--- config.mk ---
export PLATFORM = sky130hd
export DESIGN_NAME = tt_sweep_ctrl
export DESIGN_NICKNAME = d
export VERILOG_FILES = /design/src/rtl/tt_sweep_ctrl.sv
export SDC_FILE = /design/constraint.sdc
export NUM_CORES = 1
export LEC_CHECK = 0
export ABC_CLOCK_PERIOD_IN_PS = 3750
export CAP_MARGIN = 20
export CORE_ASPECT_RATIO = 0.5
export CORE_UTILIZATION = 55
export CTS_BUF_LIST = sky130_fd_sc_hd__clkbuf_16
export DETAILED_ROUTE_END_ITERATION = 10
export GPL_ROUTABILITY_DRIVEN = 0
export GPL_TIMING_DRIVEN = 0
export PLACE_DENSITY = 0.81
export SLEW_MARGIN = 10
export SYNTH_ARGS = -nofsm -noshare
export SYNTH_HDL_FRONTEND = slang
export SYNTH_SLANG_ARGS = --single-unit
--- constraint.sdc ---
create_clock -name clk -period 3.75 [get_ports clk]
set_input_delay 0.75 -clock clk [delete_from_list [all_inputs] [get_ports clk]]
set_output_delay 0.75 -clock clk [all_outputs]
set_load 0.05 [all_outputs]
--- src/rtl/tt_sweep_ctrl.sv ---
// ---------------------------------------------------------------------------
// tt_sweep_ctrl
//
// Stimulus/capture controller for a 3-input gate-logic block. On an accepted
// start it drives {a,b,c} through vectors 0..7, holding each for DWELL
// cycles. At the last cycle of each dwell it samples the block's x,y
// responses, then packs all 8 response pairs into a 16-bit result word.
//
// Ports:
//   clk      in   1   system clock, rising edge
//   rst_n    in   1   synchronous active-low reset
//   start    in   1   sweep request, level-sampled in IDLE only
//   abc_out  out  3   {a,b,c} to the downstream block (a is the MSB)
//   x_in     in   1   x response from the downstream block
//   y_in     in   1   y response from the downstream block
//   busy     out  1   high while a sweep is in progress (DRIVE or FINISH)
//   done     out  1   one-cycle pulse when a sweep completes
//   valid    out  1   high from sweep completion until the next accepted start
//   result   out  16  result[2i+1]=x, result[2i]=y captured for vector i
//
// All outputs are registered. x_in/y_in are treated as combinational
// responses to abc_out and must settle within DWELL cycles; there is no
// synchroniser on them.
// ---------------------------------------------------------------------------
module tt_sweep_ctrl #(
    parameter int DWELL = 4,
    parameter int CW    = 8
) (
    input  logic        clk,
    input  logic        rst_n,
    input  logic        start,
    output logic [2:0]  abc_out,
    input  logic        x_in,
    input  logic        y_in,
    output logic        busy,
    output logic        done,
    output logic        valid,
    output logic [15:0] result
);

    // Reject parameter sets the dwell counter cannot represent.
    if (DWELL < 1 || DWELL > 255 || (2 ** CW) <= DWELL) begin : g_bad_param
        $error("tt_sweep_ctrl: DWELL must be 1..255 and below 2**CW");
    end

    typedef enum logic [1:0] {
        S_IDLE   = 2'd0,
        S_DRIVE  = 2'd1,
        S_FINISH = 2'd2
    } state_t;

    localparam logic [CW-1:0] CNT_LAST = CW'(DWELL - 1);

    state_t        r_state;
    logic [2:0]    r_vec;
    logic [CW-1:0] r_cnt;
    logic [2:0]    r_abc;
    logic          r_busy;
    logic          r_done;
    logic          r_valid;
    logic [15:0]   r_result;

    always_ff @(posedge clk) begin
        if (!rst_n) begin
            // Reset also aborts a sweep in progress, without a done pulse.
            r_state  <= S_IDLE;
            r_vec    <= 3'd0;
            r_cnt    <= '0;
            r_abc    <= 3'd0;
            r_busy   <= 1'b0;
            r_done   <= 1'b0;
            r_valid  <= 1'b0;
            r_result <= 16'h0000;
        end else begin
            case (r_state)
                S_IDLE: begin
                    r_abc  <= 3'd0;
                    r_busy <= 1'b0;
                    r_done <= 1'b0;
                    if (start) begin
                        r_state  <= S_DRIVE;
                        r_vec    <= 3'd0;
                        r_cnt    <= '0;
                        r_result <= 16'h0000;
                        r_valid  <= 1'b0;
                        r_busy   <= 1'b1;
                    end
                end

                S_DRIVE: begin
                    if (r_cnt == CNT_LAST) begin
                        // End of dwell: x,y have settled for the current vector.
                        r_result[{r_vec, 1'b0} +: 2] <= {x_in, y_in};
                        r_cnt <= '0;
                        if (r_vec == 3'd7) begin
                            r_state <= S_FINISH;
                            r_abc   <= 3'd0;
                            r_done  <= 1'b1;
                            r_valid <= 1'b1;
                        end else begin
                            // abc_out moves in the same edge as vec so the
                            // new vector is held for a full DWELL cycles.
                            r_vec <= r_vec + 3'd1;
                            r_abc <= r_vec + 3'd1;
                        end
                    end else begin
                        r_cnt <= r_cnt + CW'(1);
                    end
                end

                S_FINISH: begin
                    r_state <= S_IDLE;
                    r_abc   <= 3'd0;
                    r_done  <= 1'b0;
                    r_busy  <= 1'b0;
                end

                default: begin
                    r_state <= S_IDLE;
                    r_abc   <= 3'd0;
                    r_busy  <= 1'b0;
                    r_done  <= 1'b0;
                end
            endcase
        end
    end

    assign abc_out = r_abc;
    assign busy    = r_busy;
    assign done    = r_done;
    assign valid   = r_valid;
    assign result  = r_result;

endmodule

==> impl_metrics.json <==
{
  "skew_ns": 0.00312,
  "yosysUniqueCellTypes": 47,
  "fp.coreArea_sq_um": 3030,
  "worstSetupPathType": "flop to flop",
  "route.met3.wl_um": 247,
  "drv_slew": 0,
  "wl_met1_um": 2030,
  "finalSetupViolCount": 0,
  "cts_tree": "yes",
  "top_layer_used": "met4",
  "die-area_sq_um": 3470,
  "cts_buffers": 5,
  "leakagePower_uw": 0.000776,
  "antenna_left": 0,
  "async_flop_share_pct": 0,
  "wl_um": 4160,
  "dr.first_iter.drc_count": 139,
  "vdd_drop_max_mv": 0.284,
  "cap_violations": 0,
  "hold_path.class": "flop to flop",
  "syn_area_per_cell_sq_um": 8.97,
  "max_slew_margin_pct": 57.9,
  "vias": 1663,
  "grt_usage_pct": 26.7,
  "fillCellCount": 236,
  "fp-row-count": 14,
  "synth_area_leaders": "dfxtp_1, ha_1, nand2_1, o21ai_0, o21ai_1",
  "max_freq_mhz": 420,
  "synth_top_area_share_pct": 39.5,
  "synth_cells": 198,
  "syn2layout_area_growth_pct": 25.2,
  "worstPathMaxFanout": 9,
  "root_buffer": "clkbuf_16",
  "synth-edff-count": 0,
  "power_density_nw_per_um2": 370,
  "wl_met2_um": 1840,
  "seq_area_sq_um": 701,
  "tightest_slew_ns": 0.628,
  "clockBufferDepth": 2,
  "fin_tns_setup_ns": 0,
  "ys_warn_count": 0,
  "vias_per_cell": 6.11,
  "run_status": "finished clean",
  "period_needed_ns": 2.38,
  "cp_data_arrival_time_ns": 2.59,
  "fin_crit_sh_pct": 63.5,
  "first_global_vias": 1462,
  "grt_pass1_wl_um": 6850,
  "postCtsSetupRepairBufs": 0,
  "start_util_pct": 58.6,
  "synth_seq_area_share_pct": 39.5,
  "drc": 0,
  "synth_nets": 211,
  "cts_resized": 0,
  "io_pins": 27,
  "ys_ff_latch": 35,
  "finalHoldViolCount": 0,
  "nets": 244,
  "netlist_area_sq_um": 1780,
  "port_buffers": 26,
  "stdcell_area_sq_um": 2220,
  "hpwl_um": 3070,
  "synth_top_area_cell": "dfxtp_1",
  "ctsHoldBuffers": 0,
  "placed_cell_area_sq_um": 2090,
  "synth_ff_type": "dfxtp_1",
  "worst-endpoint-required_ns": 3.95,
  "startpoint_type": "flop",
  "antenna_found_initial": 0,
  "clk_pin_slew_worst_paths_ns": 0.05,
  "endpoint_kind": "flop",
  "clk_latency_ns": 0.28,
  "rsz0062_at_grt": "no",
  "antenna_cells": 0,
  "utilization_pct": 73.3,
  "drtPass1Iterations": 4,
  "grt_start_max_net_pins": 11,
  "die_w_um": 82.4,
  "cts_max_level": 2,
  "die_h_um": 42.2,
  "post_drt_wl_per_cell_um": 15.3,
  "drive_gt1_share_pct": 9.05,
  "multi_input_area_sq_um": 1010,
  "grt_overflow": 0,
  "numClockSinks": 35
}
[cells in the mapped netlist (all sizes together), types with 2 or more instances]
master / count
a22o: 2
a41oi: 5
nor2: 11
xor2: 3
o2bb2ai: 4
nand4b: 4
a21oi: 8
nor3: 6
buf: 2
o21ai: 23
nand2b: 4
nand2: 24
inv: 6
or3: 3
dfxtp: 35
ha: 8
nand4: 4
nand3: 9
or2: 2
clkbuf: 4
mux2i: 3
o311ai: 2
nor2b: 3
nor4: 3
o211ai: 4
a21o: 3
[path summary, 6_finish.rpt]
path	to	cells past startpoint	startpoint	slack [ns]
setup / recovery	result[9]	7	r_vec[0]	1.37
hold / removal	busy	2	busy	0.45
hold reg to reg	busy	2	busy	0.45
setup reg to reg	result[9]	7	r_vec[0]	1.37
[kinds of logic after synthesis]
logic type / after synthesis / share of synthesized area (%)
simple gates: 79 / 26.5
compound gates: 56 / 20.7
flops: 35 / 39.5
buf+inv: 12 / 3.38
fa+ha+maj: 8 / 5.64
xor+xnor: 4 / 1.97
mux: 4 / 2.33
[placed cells by master (no fill, tap or decap), drive strengths merged, types with 4 or more instances in the layout]
cell type | synthesis | routed
a41oi | 5 | 5
ha | 8 | 8
nor2 | 11 | 11
clkdlybuf4s50 | 0 | 26
nand4b | 4 | 4
o21ai | 23 | 23
nand4 | 4 | 4
nand2 | 24 | 24
o211ai | 4 | 4
dfxtp | 35 | 35
nand2b | 4 | 4
inv | 6 | 7
o2bb2ai | 4 | 4
nor3 | 6 | 6
a21oi | 8 | 8
nand3 | 9 | 9
clkbuf | 4 | 9
[sequential cells by signal, summed over array words and instances (netlist names)]
| signal | cells |
|---|---|
| abc_out | 3 |
| busy | 1 |
| done | 1 |
| r_cnt | 8 |
| r_state | 2 |
| r_vec | 3 |
| result | 16 |
| valid | 1 |
[metal layers]
layer	vias up	track usage [%]
met5	-	0
met4	0	8.77
met3	5	7.17
met2	54	39.0
met1	804	37.9
li1	800	-
[final cells by class]
type | instances | share of cell area, %
tap | 40 | 2.25
multi-input combinational | 151 | 45.7
clock buffer | 5 | 5.63
sequential | 35 | 31.5
timing repair buffer | 26 | 11.7
buffer | 6 | 1.69
inverter | 6 | 1.01
clock inverter | 3 | 0.507
[power breakdown]
group	internal [uW]	switching [uW]	total (uW)	leakage, uW
Combinational	22.1	39.6	61.7	0.000424
Clock	238	143	381	0.0000701
Sequential	376	2.57	378	0.000283
[through the flow]
stage / hold WS (ns) / setup slack, ns / instances / total power (uW)
2_1_floorplan: 0.466 / 1.84 / 198 / 427
3_3_place_gp: 0.439 / 1.27 / 264 / 445
3_5_place_dp: 0.445 / 1.26 / 264 / 446
4_1_cts: 0.452 / 1.43 / 272 / 828
5_1_grt: 0.475 / 1.25 / 272 / 848
6_report: 0.447 / 1.37 / 272 / 821
[critical path, cell delays in order, from the launching register on]
cell and delay (ns):
dfxtp_1 0.50, inv_1 0.17, ha_1 0.25, ha_1 0.42, nor2b_1 0.21, nor4bb_1 0.50, nand2_1 0.11, mux2i_1 0.15
No activity file was read; power rests on OpenSTA's default activity.
